**src/rtl/sal_bank_ctrl.sv**
```systemverilog
// Per-bank DRAM controller: buffers one decoded request, tracks the open row,
// and requests ACT/PRE/RD/WR while enforcing bank-local timing.
module sal_bank_ctrl #(
    parameter int RA_WIDTH  = 14,
    parameter int CA_WIDTH  = 10,
    parameter int ID_WIDTH  = 4,
    parameter int LEN_WIDTH = 4,
    parameter int T_RCD     = 4,
    parameter int T_RP      = 4,
    parameter int T_RAS     = 12,
    parameter int T_RTP     = 2,
    parameter int T_WR      = 5
) (
    input  logic                 clk,
    input  logic                 rst_n,
    input  logic                 req_valid,
    output logic                 req_ready,
    input  logic [ID_WIDTH-1:0]  req_id,
    input  logic [RA_WIDTH-1:0]  req_ra,
    input  logic [CA_WIDTH-1:0]  req_ca,
    input  logic [LEN_WIDTH-1:0] req_len,
    input  logic                 req_wr,
    output logic                 cmd_act,
    output logic                 cmd_pre,
    output logic                 cmd_rd,
    output logic                 cmd_wr,
    input  logic                 cmd_gnt,
    output logic [RA_WIDTH-1:0]  cmd_ra,
    output logic [CA_WIDTH-1:0]  cmd_ca,
    output logic [ID_WIDTH-1:0]  cmd_id,
    output logic [LEN_WIDTH-1:0] cmd_len,
    input  logic                 ref_req,
    output logic                 ref_ack
);

    function automatic int max2(input int a, input int b);
        return (a > b) ? a : b;
    endfunction

    localparam int T_MAX = max2(max2(max2(T_RCD, T_RP), max2(T_RAS, T_RTP)), T_WR);
    localparam int CNT_W = (T_MAX > 1) ? $clog2(T_MAX) : 1;

    localparam logic [CNT_W-1:0] RCD_LD = CNT_W'(T_RCD - 1);
    localparam logic [CNT_W-1:0] RP_LD  = CNT_W'(T_RP - 1);
    localparam logic [CNT_W-1:0] RAS_LD = CNT_W'(T_RAS - 1);
    localparam logic [CNT_W-1:0] RTP_LD = CNT_W'(T_RTP - 1);
    localparam logic [CNT_W-1:0] WR_LD  = CNT_W'(T_WR - 1);

    typedef enum logic [1:0] {
        ST_CLOSED,
        ST_ACTIVATING,
        ST_OPEN,
        ST_PRECHARGING
    } state_t;

    typedef enum logic [2:0] {
        CMD_NONE,
        CMD_ACT,
        CMD_PRE,
        CMD_RD,
        CMD_WR
    } cmd_t;

    function automatic logic [CNT_W-1:0] dec_sat(input logic [CNT_W-1:0] v);
        return (v == '0) ? '0 : v - 1'b1;
    endfunction

    state_t               state;
    cmd_t                 held_cmd;
    cmd_t                 cand_cmd;
    cmd_t                 cur_cmd;

    logic                 buf_valid;
    logic [ID_WIDTH-1:0]  buf_id;
    logic [RA_WIDTH-1:0]  buf_ra;
    logic [CA_WIDTH-1:0]  buf_ca;
    logic [LEN_WIDTH-1:0] buf_len;
    logic                 buf_wr;
    logic [RA_WIDTH-1:0]  open_row;

    logic [CNT_W-1:0]     rcd_cnt;
    logic [CNT_W-1:0]     ras_cnt;
    logic [CNT_W-1:0]     rtp_cnt;
    logic [CNT_W-1:0]     rp_cnt;

    logic                 row_hit;
    logic                 close_req;
    logic                 accept;
    logic                 granted;
    logic                 col_cmd;

    always_comb begin
        cand_cmd  = CMD_NONE;
        row_hit   = buf_valid && (buf_ra == open_row);
        close_req = ref_req || (buf_valid && !row_hit);
        case (state)
            ST_CLOSED: begin
                if (buf_valid && !ref_req) cand_cmd = CMD_ACT;
            end
            ST_OPEN: begin
                // Refresh outranks a pending hit; PRE waits for tRAS and tRTP/tWR.
                if (close_req) begin
                    if (ras_cnt == '0 && rtp_cnt == '0) cand_cmd = CMD_PRE;
                end else if (row_hit) begin
                    cand_cmd = buf_wr ? CMD_WR : CMD_RD;
                end
            end
            default: cand_cmd = CMD_NONE;
        endcase
        // A command left ungranted is replayed verbatim so it cannot change under the scheduler.
        cur_cmd = (held_cmd != CMD_NONE) ? held_cmd : cand_cmd;
    end

    assign accept    = req_valid && req_ready;
    assign granted   = cmd_gnt && (cur_cmd != CMD_NONE);
    assign req_ready = ~buf_valid;
    assign ref_ack   = (state == ST_CLOSED);

    assign cmd_act = (cur_cmd == CMD_ACT);
    assign cmd_pre = (cur_cmd == CMD_PRE);
    assign cmd_rd  = (cur_cmd == CMD_RD);
    assign cmd_wr  = (cur_cmd == CMD_WR);
    assign col_cmd = cmd_rd || cmd_wr;

    assign cmd_ra  = cmd_act ? buf_ra  : '0;
    assign cmd_ca  = col_cmd ? buf_ca  : '0;
    assign cmd_id  = col_cmd ? buf_id  : '0;
    assign cmd_len = col_cmd ? buf_len : '0;

    always_ff @(posedge clk or negedge rst_n) begin
        if (!rst_n) begin
            state     <= ST_CLOSED;
            held_cmd  <= CMD_NONE;
            buf_valid <= 1'b0;
            buf_id    <= '0;
            buf_ra    <= '0;
            buf_ca    <= '0;
            buf_len   <= '0;
            buf_wr    <= 1'b0;
            open_row  <= '0;
            rcd_cnt   <= '0;
            ras_cnt   <= '0;
            rtp_cnt   <= '0;
            rp_cnt    <= '0;
        end else begin
            held_cmd <= (cur_cmd != CMD_NONE && !cmd_gnt) ? cur_cmd : CMD_NONE;
            rcd_cnt  <= dec_sat(rcd_cnt);
            ras_cnt  <= dec_sat(ras_cnt);
            rtp_cnt  <= dec_sat(rtp_cnt);
            rp_cnt   <= dec_sat(rp_cnt);

            if (accept) begin
                buf_valid <= 1'b1;
                buf_id    <= req_id;
                buf_ra    <= req_ra;
                buf_ca    <= req_ca;
                buf_len   <= req_len;
                buf_wr    <= req_wr;
            end

            case (state)
                ST_CLOSED: begin
                    if (granted && cur_cmd == CMD_ACT) begin
                        open_row <= buf_ra;
                        rcd_cnt  <= RCD_LD;
                        ras_cnt  <= RAS_LD;
                        state    <= (T_RCD == 1) ? ST_OPEN : ST_ACTIVATING;
                    end
                end
                ST_ACTIVATING: begin
                    // Leave one edge early so the column command appears exactly T_RCD after ACT.
                    if (dec_sat(rcd_cnt) == '0) state <= ST_OPEN;
                end
                ST_OPEN: begin
                    if (granted) begin
                        case (cur_cmd)
                            CMD_RD: begin
                                rtp_cnt   <= (rtp_cnt > RTP_LD) ? rtp_cnt : RTP_LD;
                                buf_valid <= 1'b0;
                            end
                            CMD_WR: begin
                                rtp_cnt   <= (rtp_cnt > WR_LD) ? rtp_cnt : WR_LD;
                                buf_valid <= 1'b0;
                            end
                            CMD_PRE: begin
                                rp_cnt <= RP_LD;
                                state  <= (T_RP == 1) ? ST_CLOSED : ST_PRECHARGING;
                            end
                            default: ;
                        endcase
                    end
                end
                ST_PRECHARGING: begin
                    if (dec_sat(rp_cnt) == '0) state <= ST_CLOSED;
                end
                default: state <= ST_CLOSED;
            endcase
        end
    end

endmodule

```
**config.mk**
```make
export PLATFORM = sky130hd
export DESIGN_NAME = sal_bank_ctrl
export DESIGN_NICKNAME = d
export VERILOG_FILES = /design/src/rtl/sal_bank_ctrl.sv
export SDC_FILE = /design/constraint.sdc
export NUM_CORES = 1
export LEC_CHECK = 0
export CELL_PAD_IN_SITES_DETAIL_PLACEMENT = 1
export CELL_PAD_IN_SITES_GLOBAL_PLACEMENT = 1
export CORE_AREA = 2 2 94 96
export CTS_CLUSTER_DIAMETER = 30
export DETAILED_ROUTE_END_ITERATION = 8
export DIE_AREA = 0 0 96 98
export PLACE_DENSITY = 0.83
export SYNTH_ARGS = -nofsm -noshare
export SYNTH_HDL_FRONTEND = slang
export SYNTH_SLANG_ARGS = --single-unit
```
**constraint.sdc**
```tcl
create_clock -name clk -period 5.3 [get_ports clk]
set_input_delay 0.53 -clock clk [delete_from_list [all_inputs] [get_ports clk]]
set_output_delay 0.53 -clock clk [all_outputs]
set_load 0.005 [all_outputs]
```
==> implementation parameters <==
Parameter                              Value

Run status
  Outcome ... complete, no violations

Place
  Final Wtd Congestion ... 0.8269
  Detailed Place HPWL ... roughly 6 mm
  Quantity of I/O buffers inserted on ports ... 75

Yosys
  Sequential-to-total area share from yosys stat ... a little under 50%
  Yosys warnings ... 0
  Commonest cells in the synthesized netlist ... sky130_fd_sc_hd__dfrtp_1 (69), sky130_fd_sc_hd__mux2_2 (33), sky130_fd_sc_hd__nor2b_1 (20)
  Proportion of netlist area held by the largest area contributor ... between 40% and 50%
  Most instantiated library cell after synthesis ... sky130_fd_sc_hd__dfrtp_1
  Synthesized net count ... approximately 340
  Mapped Cells ... 296
  Most used flip-flop cell after synthesis ... sky130_fd_sc_hd__dfrtp_1
  Number of enable flip-flop cells after synthesis ... 0
  Cell type contributing the most total cell area after synthesis ... sky130_fd_sc_hd__dfrtp_1
  Average instance area after synthesis ... about 12 µm²
  Number of library cell types mapped by synthesis ... 50
  Async set-or-reset flop fraction in the synthesized netlist ... 100.0%
  Flop and latch count out of synthesis ... between 60 and 70
  Top post-synthesis cells by area ... sky130_fd_sc_hd__dfrtp_1 (49%), sky130_fd_sc_hd__mux2_2 (11%), sky130_fd_sc_hd__mux2_4 (6.0%)
  Summed instance area of the synthesized netlist ... 3496 µm²

Detailed routing
  Wire length per cell ... 17.10 µm
  Number of search-and-repair iterations in the first detailed-routing pass ... 4
  Post-detailed-route count of antenna-violating nets ... 0
  Detailed router's first-iteration violation count ... between 80 and 90
  DRC ... 0
  Post-detailed-routing wire length ... approximately 8.3 mm
  Vias ... about 2600
  Number of vias per cell after detailed routing ... 5.269

Critical path
  Number of cell instances on the worst register-to-register path ... 9
  Crit path buf inv count ... 2
  Category of the worst setup path capture point ... primary output
  Max FO, Critical Path ... 15
  Crit path kind ... flop to primary output
  Critical path arrival ... 3.77 ns
  CP Cell Sequence ... inv_1, ha_1, and4bb_2, and4bb_1, nand4_1, a211o_1, a21oi_1, and2_1, clkdlybuf4s50_1
  Launching element type of the critical path ... flop
  Cell with the largest stage delay on the worst path ... sky130_fd_sc_hd__a21oi_1
  Required time of the worst setup path ... between 4 and 5 ns
  Highest cell delay on the worst timing path ... 0.77 ns
  Critical path depth ... 9
  Critical path's top delay family ... compound AO/OA/AOI/OAI gates

CTS
  Clock latency at the later pin of the worst-skew pair ... 0.35 ns
  CTS tree ... built
  Library cell used as clock root buffer ... sky130_fd_sc_hd__clkbuf_8
  Depth of the CTS H-tree ... 3
  Setup bufs post-CTS ... 0
  Number of resized instances in the post-cts repair step ... 0
  Clk sink count ... 69
  Post-CTS clock slew at the launch and capture registers of the worst setup and hold paths ... ~0.080 ns
  Maximum buffer depth of the clock tree ... 2
  Number of buffers created by CTS ... 9
  Cts hold-fix bufs ... 0

Global route
  Wire length of the first global-routing pass ... 13.86 mm
  Number of antenna violations at the first check in global routing ... 0
  Number of global-route vias before repair ... roughly 2800
  Remaining Overflow, GRT ... 0
  Maximum number of pins on one net before global-route repair ... 70
  Total track usage ... approximately a fifth

Timing
  Max-slew violation count ... 0
  Min Clock Period, post-route ... 4.304 ns
  Tightest slew margin relative to the limit ... 30.87%
  Final total negative setup slack ... 0 ns
  Transition time at the pin with the least slew margin ... 1.034 ns
  Final setup viols ... 0
  Max Clk Rate ... 232.4 MHz
  Number of hold violations in the final report ... 0
  Setup clock skew after layout ... 0.01240 ns
  Worst hold slack ... 0.3978 ns
  Unrepaired setup endpoints after global routing ... no
  Period utilisation layout ... 81.20%

Pwr
  Leakage power figure ... 1.987 nW
  Total power per unit cell area ... 502.0 nW/µm²
  Largest vdd supply drop ... 0.2449 mV

Cells and area
  Share of post-route cells with drive strength above 1 ... 20.74%
  Number of nets in the layout ... 414
  Diodes inserted ... 0
  Layout-stage area growth over the synthesis result ... 29.42%

Floorplan
  Core area ... 8466 µm²
  Ports placed on the boundary ... 76
  Die extent in y ... 98 µm
  Die Width ... approximately 96 µm
  Starting density of the core ... 41.29%
  Full die area ... approximately 9400 µm²
  Count of standard-cell rows ... 34

Worst hold path
  Class of the most critical hold timing path ... input port to async pin

Run
  Max capacitance violation total ... 0
[final timing paths]
kind,startpoint,to,slack [ns]
worst max-delay path,state[0]$_DFFE_PN0P_,cmd_ra[10],1.0
worst min-delay path,rst_n,state[1]$_DFFE_PN0P_,0.40
worst max register to register,state[0]$_DFFE_PN0P_,open_row[9]$_DFFE_PN0P_,2.08
worst min register to register,ras_cnt[0]$_DFF_PN0_,ras_cnt[0]$_DFF_PN0_,0.49
max in group asynchronous,rst_n,buf_len[2]$_DFFE_PN0P_,4.31
min in group clk,ras_cnt[0]$_DFF_PN0_,ras_cnt[0]$_DFF_PN0_,0.49
[layer usage]
metal,global-route usage (%),up-vias,part of all wire [%]
li1,-,1200,-
met1,24.20,1287,45
met5,0,-,0
met4,4.615,0,0.83
met2,31.20,52,49
met3,5.941,11,4.8
[report_power, final]
group	total, W	leakage (nW)	switching [W]	internal [W]
sequential	0.000905	0.876	0.000175	0.000731
combinational	0.000964	1.02	0.000430	0.000534
clock	0.000402	0.0905	0.000197	0.000205
[registers in the layout, summed over array words and instances (netlist names), 3 cells and up]
signal	count
buf_ra	14
buf_id	4
ras_cnt	4
buf_len	4
held_cmd	3
rp_cnt	4
buf_ca	10
rtp_cnt	4
rcd_cnt	4
open_row	14
[layout make-up]
type | count | area, µm²
fillers | 887 | 3941
flip-flops and latches | 69 | 1727
multi-input cells | 205 | 1683
repair buffers | 76 | 753.2
clock buffers | 12 | 165.2
well taps | 108 | 135.1
inverters | 11 | 41.29
clock inverters | 3 | 20.02
[cells by family (layout without fill, tap and decap cells)]
| family | Yosys count | count (layout) | share of synthesized area (%) |
|---|---|---|---|
| and+or+nand+nor | 96 | 96 | 17.14 |
| DFF | 69 | 69 | 49.39 |
| muxes | 48 | 48 | 16.96 |
| AOI/OAI and AO/OA | 43 | 43 | 8.697 |
| buffers and inverters | 22 | 102 | 2.863 |
| xor gates and xnor gates | 14 | 14 | 3.508 |
| adders and majority gates | 4 | 4 | 1.432 |
[cells in the final DEF (no fill, tap or decap), types with 7 or more instances in the layout]
| cell type | instances |
|---|---|
| sky130_fd_sc_hd__clkbuf_8 | 12 |
| sky130_fd_sc_hd__nand2_1 | 11 |
| sky130_fd_sc_hd__inv_1 | 11 |
| sky130_fd_sc_hd__nor2_1 | 16 |
| sky130_fd_sc_hd__nor2b_1 | 19 |
| sky130_fd_sc_hd__dfrtp_1 | 69 |
| sky130_fd_sc_hd__a21oi_1 | 8 |
| sky130_fd_sc_hd__xor2_1 | 14 |
| sky130_fd_sc_hd__nor3_1 | 7 |
| sky130_fd_sc_hd__mux2_4 | 14 |
| sky130_fd_sc_hd__mux2_2 | 33 |
| sky130_fd_sc_hd__and2_1 | 15 |
| sky130_fd_sc_hd__clkdlybuf4s50_1 | 74 |
| sky130_fd_sc_hd__o21ai_0 | 12 |
[metrics by stage]
stage,instances,cell area [µm²],power [W],worst slack [ns],util (%)
2_1_floorplan,296,3496,0.001514,2.514,-
3_3_place_gp,469,4339,0.001830,1.256,51.26
3_5_place_dp,469,4339,0.001885,1.048,51.26
4_1_cts,484,4524,0.002301,0.9183,53.44
5_1_grt,484,4524,0.002424,0.7144,53.44
6_report,484,4524,0.002271,0.9962,53.44
No activity file was read; power rests on OpenSTA's default activity.
